==> src/rtl/imem_loader.sv <==
// Framed byte-stream loader for the micro core instruction memory.
// Assembles big-endian 16-bit words, writes them, then releases the core.
module imem_loader #(
  parameter int          ADDR_W = 8,
  parameter logic [7:0]  SYNC   = 8'hA5
) (
  input  logic              Clk,
  input  logic              Rst,
  input  logic [7:0]        In_data,
  input  logic              In_valid,
  output logic              In_ready,
  output logic              Mem_we,
  output logic [ADDR_W-1:0] Mem_addr,
  output logic [15:0]       Mem_wdata,
  output logic              Cpu_rst,
  output logic              Done,
  output logic              Error
);

  typedef enum logic [2:0] {
    S_IDLE,
    S_COUNT,
    S_HI,
    S_LO,
    S_WRITE,
    S_CHECK,
    S_DONE,
    S_ERR
  } state_t;

  state_t            state;
  logic [7:0]        left;
  logic [7:0]        sum;
  logic [7:0]        hi;
  logic [ADDR_W-1:0] addr;
  logic              take;

  // Gated by reset so the source sees no acceptance while held in reset.
  assign In_ready = Rst & (state != S_WRITE);
  assign take     = In_valid & In_ready;

  always_ff @(posedge Clk or negedge Rst) begin
    if (!Rst) begin
      state     <= S_IDLE;
      left      <= '0;
      sum       <= '0;
      hi        <= '0;
      addr      <= '0;
      Mem_we    <= 1'b0;
      Mem_addr  <= '0;
      Mem_wdata <= '0;
      Cpu_rst   <= 1'b1;
      Done      <= 1'b0;
      Error     <= 1'b0;
    end else begin
      Mem_we <= 1'b0;
      unique case (state)
        S_IDLE: begin
          if (take && In_data == SYNC) begin
            state <= S_COUNT;
          end
        end
        S_COUNT: begin
          if (take) begin
            left  <= In_data;
            sum   <= In_data;
            addr  <= '0;
            state <= (In_data == 8'd0) ? S_CHECK : S_HI;
          end
        end
        S_HI: begin
          if (take) begin
            hi    <= In_data;
            sum   <= sum ^ In_data;
            state <= S_LO;
          end
        end
        S_LO: begin
          if (take) begin
            sum       <= sum ^ In_data;
            Mem_wdata <= {hi, In_data};
            Mem_addr  <= addr;
            Mem_we    <= 1'b1;
            state     <= S_WRITE;
          end
        end
        S_WRITE: begin
          addr  <= addr + 1'b1;
          left  <= left - 8'd1;
          state <= (left == 8'd1) ? S_CHECK : S_HI;
        end
        S_CHECK: begin
          if (take) begin
            if (In_data == sum) begin
              state   <= S_DONE;
              Done    <= 1'b1;
              Cpu_rst <= 1'b0;
            end else begin
              state <= S_ERR;
              Error <= 1'b1;
            end
          end
        end
        S_DONE, S_ERR: begin
          if (take && In_data == SYNC) begin
            state   <= S_COUNT;
            Cpu_rst <= 1'b1;
            Done    <= 1'b0;
            Error   <= 1'b0;
          end
        end
        default: state <= S_IDLE;
      endcase
    end
  end

endmodule

==> config.mk <==
export PLATFORM = sky130hd
export DESIGN_NAME = imem_loader
export DESIGN_NICKNAME = d
export VERILOG_FILES = /design/src/rtl/imem_loader.sv
export SDC_FILE = /design/constraint.sdc
export NUM_CORES = 1
export LEC_CHECK = 0
export ABC_AREA = 1
export BUFFER_PORTS_ARGS = -buffer_cell sky130_fd_sc_hd__clkbuf_2
export CAP_MARGIN = 20
export CELL_PAD_IN_SITES_DETAIL_PLACEMENT = 0
export CELL_PAD_IN_SITES_GLOBAL_PLACEMENT = 1
export CORE_UTILIZATION = 38
export CTS_CLUSTER_SIZE = 40
export DETAILED_ROUTE_END_ITERATION = 16
export GPL_ROUTABILITY_DRIVEN = 0
export PLACE_DENSITY_LB_ADDON = 0.1
export SETUP_SLACK_MARGIN = 0.1
export SYNTH_ARGS = -nofsm -noshare
export SYNTH_HDL_FRONTEND = slang
export SYNTH_SLANG_ARGS = --single-unit
==> constraint.sdc <==
create_clock -name Clk -period 1.3 [get_ports Clk]
set_input_delay 0.065 -clock Clk [delete_from_list [all_inputs] [get_ports Clk]]
set_output_delay 0.065 -clock Clk [all_outputs]
set_load 0.02 [all_outputs]
==> flow_metrics.tcl, run 1 <==
set metrics [dict create \
    maxSlewHeadroom_pct 49.5 \
    crit_buf_inv 2 \
    holdWs_ps 58.2 \
    rows 32 \
    wl_met2_um 3930 \
    die_area_mm2 0.00856 \
    crit_fanout 8 \
    p_leak_nw 2.20 \
    design.core.area_mm2 0.00781 \
    cp_slowest_cell "dfrtp_1" \
    dp_cells 562 \
    dr.pass1.iters 4 \
    drtIter0Drc 107 \
    initial_core_util_pct 39.9 \
    num-nets-final 501 \
    cts.htree.levels 3 \
    root_buffer "clkbuf_8" \
    cts.clk_slew.worst_paths_ps 80 \
    grt_pass1_vias 2790 \
    maxCapViolations 0 \
    avgSynthCellArea_um2 8.06 \
    cts_tree "yes" \
    diodes 0 \
    worstMarginPinSlew_ps 758 \
    finalMaxSlewViolations 0 \
    grt_overflow 0 \
    synth_nets 400 \
    critPathCapture "sum[3]" \
    grt_usage_pct 21.0 \
    insertion_delay_ps 340 \
    io_pins 40 \
    required_ps 1560 \
    violations "negative setup slack" \
    powerDensity_mw_per_mm2 2280 \
    clock-sinks 63 \
    multiInputGateArea_mm2 0.00155 \
    crit_path_start "state[1]" \
    netlist_instances 386 \
    crit_cells 9 \
    wirelength_um 8340 \
    die_y_um 92.5 \
    cp_cell_sequence "nor2_2, nand2_2, nand2_4, nor2_4, buf_12, o21ai_4, clkbuf_16, nand2_1, o21ai_1" \
    start_kind "register" \
    seq_area_mm2 0.00158 \
    final_cells 593 \
    ff2ff_path_depth 9 \
    cts_max_path_buffers 2 \
    top_layer "met4" \
    cp.arrival_ps 1730 \
    timing.final.crit_share_pct 113 \
    outcome "finished with violations" \
    setup_viol 63 \
    rr_endpoint "sum[3]" \
    final_layout_size_suffix_gt1_share_pct 36.5 \
    cp_slowest_stage_delay_ps 410 \
    grt_max_degree 61 \
    drt-met1-wl_um 3950 \
    numCtsBuffers 9 \
    path_class "reg2reg" \
    synth_seq_cells 63 \
    finalHoldViolCount 0 \
    p_total_mw 9.96 \
    r2r_setup_slack_ps -170 \
    syn_area_mm2 0.00311 \
    ir_worst_vdd_mv 0.954 \
    dp_hpwl_um 5600 \
    hold_path.class "in2async" \
    r2r_start "state[1]" \
    grt_first_pass_wirelength_um 13600 \
    worst_setup_path_end_kind "register" \
    num_vias 2846 \
    fmax_mhz 681 \
    fillerInstances 762 \
    via_per_inst 4.80 \
    seq_area_frac_synth_pct 50.7 \
    wl_per_cell_um 14.1 \
    cpLargestDelayFamily "simple AND/OR/NAND/NOR gates" \
    drt.antenna.violating_nets 0 \
    drc 0 \
    synthToLayoutAreaGrowth_pct 40.3 \
    wl_met3_um 238 \
    synth.distinct_cells 33 \
    portBuffers 39 \
    antenna_found_initial 0 \
    ys_warn_count 0 \
    rsz0062_at_grt "yes" \
    setup_slack_ps -168 \
    skew_ps 9.73 \
    period_needed_ps 1470 \
    die_w_um 92.5 \
]
per-layer routing:
layer  GRT usage [%]  vias up
met1            28.0     1322
li1                -     1453
met4            9.24        0
met2            33.3       55
met5               0        -
met3            3.53       16
synth_stat cells:
cell,instances,area share [%]
inv_1,39,4.7
nand3_4,1,0.56
nand2_1,144,17
buf_4,1,0.24
nand3_2,1,0.32
buf_6,5,1.8
a22oi_1,1,0.24
nor2_1,19,2.3
nand2_2,2,0.40
nor3_2,1,0.32
dfrtp_1,62,50
xnor2_1,4,1.1
nor2_2,2,0.40
nor3_1,3,0.48
a21oi_1,6,0.96
o221ai_1,4,1.1
o22ai_1,1,0.20
inv_2,2,0.24
o21ai_1,12,1.9
o21ai_2,1,0.28
nand3_1,14,2.3
xor2_1,1,0.28
buf_2,4,0.64
dfstp_2,1,0.84
o211ai_1,4,0.96
nor2_4,4,1.4
nor4_1,2,0.40
o21ai_0,36,5.8
inv_4,1,0.20
nand4_1,3,0.60
a21boi_0,1,0.24
o32ai_1,1,0.28
ha_1,3,1.2
worst min path at each step:
stage / depth (start not counted) / to / slack (ps) / from
2_1_floorplan: 0 / Done / -230 / Rst
3_3_place_gp: 1 / state[0] / -70 / Rst
3_5_place_dp: 1 / state[0] / -70 / Rst
4_1_cts: 4 / Cpu_rst / 60 / In_data[6]
5_1_grt: 4 / Cpu_rst / 70 / In_data[6]
6_report: 2 / Mem_wdata[12] / 60 / Rst
repair_timing:
action / in CTS / in global routing
setup endpoints to repair: 64 / 64
buffers inserted: 8 / 3
pin swaps: 16 / 20
cloned: 3 / 1
gates resized for setup: 37 / 59
endpoints found under the hold margin: 3 / 0
hold buffers: 1 / 0
logic make-up (layout without fill, tap and decap cells):
group                      Yosys count  in the layout  share of synthesized area (%)
adders and majority gates            3              3                           1.21
buffers and inverters               52            155                           7.84
AOI/OAI and AO/OA                   67             67                           12.0
DFF                                 63             63                           50.7
xor gates and xnor gates             5              5                           1.41
and+or+nand+nor                    196            198                           26.8
flip-flops by register name (all words and copies together) (netlist names):
| signal | flops |
|---|---|
| addr | 8 |
| hi | 8 |
| Done | 1 |
| left | 8 |
| Mem_wdata | 16 |
| sum | 8 |
| Cpu_rst | 1 |
| Mem_we | 1 |
| Error | 1 |
| state | 3 |
| Mem_addr | 8 |
cell usage in the layout (no fill, tap or decap), types with 4 or more instances in the layout:
master    Yosys  routed
nand2_1     144     123
clkbuf_8      0      10
o21ai_1      12      26
o21ai_2       1       8
buf_4         1      43
dfrtp_1      62      62
buf_6         5       8
nand2_2       2      16
nand2_4       0       7
nor2_4        4       8
buf_12        0       5
inv_2         2       4
clkbuf_2      0      37
xnor2_1       4       4
inv_4         1       4
o211ai_1      4       4
nor2_1       19      16
o21ai_0      36      14
nand3_4       1       4
inv_1        39      33
nand3_1      14      11
where the power goes:
group	switching (mW)	leakage [nW]	internal [mW]
sequential	0.542	0.806	2.79
clock	0.776	0.0850	0.724
combinational	2.86	1.30	2.27
total	4.18	2.20	5.79
worst reg2reg max path, cell delays in order (launching register included):
cell,delay [ps]
dfrtp_1,410
nor2_2,160
nand2_2,130
nand2_4,110
nor2_4,50
buf_12,140
o21ai_4,90
clkbuf_16,200
nand2_1,50
o21ai_1,60
final cells by class:
class	count	area share [%]
timing repair buffer	98	17.9
inverter	42	3.95
sequential	63	36.1
multi-input combinational	273	35.4
clock buffer	11	3.24
clock inverter	4	0.516
tap	102	2.92
stage by stage:
stage | setup WS, ps | cell area [µm²] | setup TNS [ps] | util [%]
2_1_floorplan | -10.3 | 3150 | -60.1 | -
3_3_place_gp | -183 | 3750 | -3630 | 48.0
3_5_place_dp | -187 | 3750 | -4520 | 48.0
4_1_cts | -138 | 4130 | -6500 | 52.9
5_1_grt | -254 | 4370 | -12000 | 55.9
6_report | -168 | 4370 | -6920 | 55.9
Note: power is estimated with default switching activity, not from simulation.
==> run 2: changes to the inputs <==
==> constraint.sdc (replaced) <==
create_clock -name Clk -period 1.3 [get_ports Clk]
set_input_delay 0.065 -clock Clk [delete_from_list [all_inputs] [get_ports Clk]]
set_output_delay 0.065 -clock Clk [all_outputs]
set_load 0.01 [all_outputs]
==> run 2 against run 1 <==
Effect of this change:
- the flow still finishes with violations (negative setup slack)
- via count shrank 2.5%
- global-route usage decreased by 1.0 points
- first-iteration DRC count up 21%
- critical path depth is 1 lower
- critical path type unchanged
- critical endpoint is now hi[7]
- largest cell class unchanged
==> flow_metrics.tcl, run 2 (same netlist as run 1, synthesis figures left out) <==
set metrics [dict create \
    powerDensity_mw_per_mm2 2210 \
    io_pins 40 \
    final_common_cell "nand2_1" \
    wl_per_cell_um 13.8 \
    numCtsBuffers 9 \
    grt_first_pass_wirelength_um 13000 \
    hold_path.class "in2reg" \
    insertion_delay_ps 340 \
    cts.htree.levels 3 \
    rows 32 \
    die_area_mm2 0.00856 \
    die_w_um 92.5 \
    diodes 0 \
    period_needed_ps 1470 \
    layout_common_cells "nand2_1, dfrtp_1, buf_4" \
    maxCapViolations 0 \
    setup_viol 63 \
    drt.antenna.violating_nets 0 \
    worst_setup_path_end_kind "register" \
    wirelength_um 8170 \
    cp_cell_sequence "nor2_4, nand2_4, nand2_2, nor2_4, buf_4, nand3_4, nand2_1, o21ai_0" \
    utilization_pct 55.5 \
    p_leak_nw 2.18 \
    num_vias 2775 \
    die_y_um 92.5 \
    cp_slowest_stage_delay_ps 450 \
    num-nets-final 499 \
    violations "negative setup slack" \
    cts.clk_slew.worst_paths_ps 80 \
    synthToLayoutAreaGrowth_pct 39.2 \
    fmax_mhz 678 \
    clock-sinks 63 \
    path_common_cell "nor2_4" \
    ir_worst_vdd_mv 0.733 \
    finalMaxSlewViolations 0 \
    rsz0062_at_grt "yes" \
    setup_slack_ps -174 \
    worstMarginPinSlew_ps 418 \
    cp.arrival_ps 1700 \
    timing.final.crit_share_pct 113 \
    required_ps 1530 \
    path_class "reg2reg" \
    portBuffers 39 \
    outcome "finished with violations" \
    largest-register "Mem_wdata" \
    crit_fanout 8 \
    grt_overflow 0 \
    grt_pass1_vias 2680 \
    largest_reg_flops 16 \
    holdWs_ps 35.4 \
    start_kind "register" \
    grt_max_degree 27 \
    cp_slowest_cell "dfrtp_2" \
    finalHoldViolCount 0 \
    via_per_inst 4.69 \
    skew_ps 7.13 \
    dr.pass1.iters 4 \
    antenna_found_initial 0 \
    final_layout_size_suffix_gt1_share_pct 37.3 \
    root_buffer "clkbuf_8" \
    drtIter0Drc 130 \
    drc 0 \
    initial_core_util_pct 39.9 \
    dp_hpwl_um 5400 \
    cts_max_path_buffers 2 \
    grt_usage_pct 19.9 \
    cts_tree "yes" \
    maxSlewHeadroom_pct 71.9 \
    design.core.area_mm2 0.00781 \
]
==> run 2: path summary, 6_finish.rpt <==
kind                                  from        to  slack [ps]  depth (start not counted)
worst min register to register     Cpu_rst   Cpu_rst         470                          2
max in group asynchronous              Rst   Cpu_rst         160                          4
worst min-delay path            In_data[0]   left[0]          40                          3
min in group asynchronous              Rst  state[1]         270                          2
worst max-delay path              state[1]     hi[7]        -170                          8
worst max register to register    state[1]     hi[7]        -170                          8
==> run 2: repair_timing <==
| item | 4_1_cts | 5_1_grt |
|---|---|---|
| setup buffers | 7 | 3 |
| cloned | 0 | 2 |
| endpoints found under the hold margin | 27 | 0 |
| hold buffers | 1 | 0 |
| pin swaps | 5 | 11 |
| endpoints found under the setup margin | 64 | 100 |
| resized for setup | 22 | 74 |
==> run 2: layout make-up <==
cell class,count,area (µm²)
Inverter,42,174
Multi-Input combinational cell,272,1510
Clock inverter,6,61.3
Timing Repair Buffer,97,754
Clock buffer,10,128
Sequential cell,63,1580
Fill cell,754,3470
Tap cell,102,128
==> run 2: where the power goes <==
group	total, mW	switching, mW	internal, mW
logic	4.48	2.39	2.09
clock network	1.69	0.813	0.879
registers	3.39	0.599	2.80
==> run 2: worst max-delay path, delay by kind of cell (launching register included) <==
kind | cells | cell delay, ps
flip-flops | 1 | 450
AO/OA/AOI/OAI | 1 | 70
AND/OR/NAND/NOR | 6 | 660
buffers and inverters | 1 | 180
==> run 2: per-stage QoR <==
| stage | power, mW | std cells | cell area [µm²] | worst slack, ps | TNS, ps |
|---|---|---|---|---|---|
| 2_1_floorplan | 5.56 | 386 | 3120 | -10.6 | -101 |
| 6_report | 9.56 | 592 | 4330 | -174 | -7290 |
| 4_1_cts | 9.02 | 587 | 4070 | -167 | -8030 |
| 5_1_grt | 10.3 | 592 | 4330 | -243 | -11500 |
| 3_5_place_dp | 7.06 | 563 | 3750 | -200 | -4940 |
| 3_3_place_gp | 7.01 | 563 | 3750 | -135 | -3640 |
==> run 2: routing by layer <==
metal / vias up / wire [µm] / global-route usage, %
li1: 1441 / - / -
met1: 1281 / 3970 / 27.2
met2: 45 / 3810 / 31.7
met3: 8 / 297 / 3.37
met4: 0 / 96 / 7.42
met5: - / 0 / 0
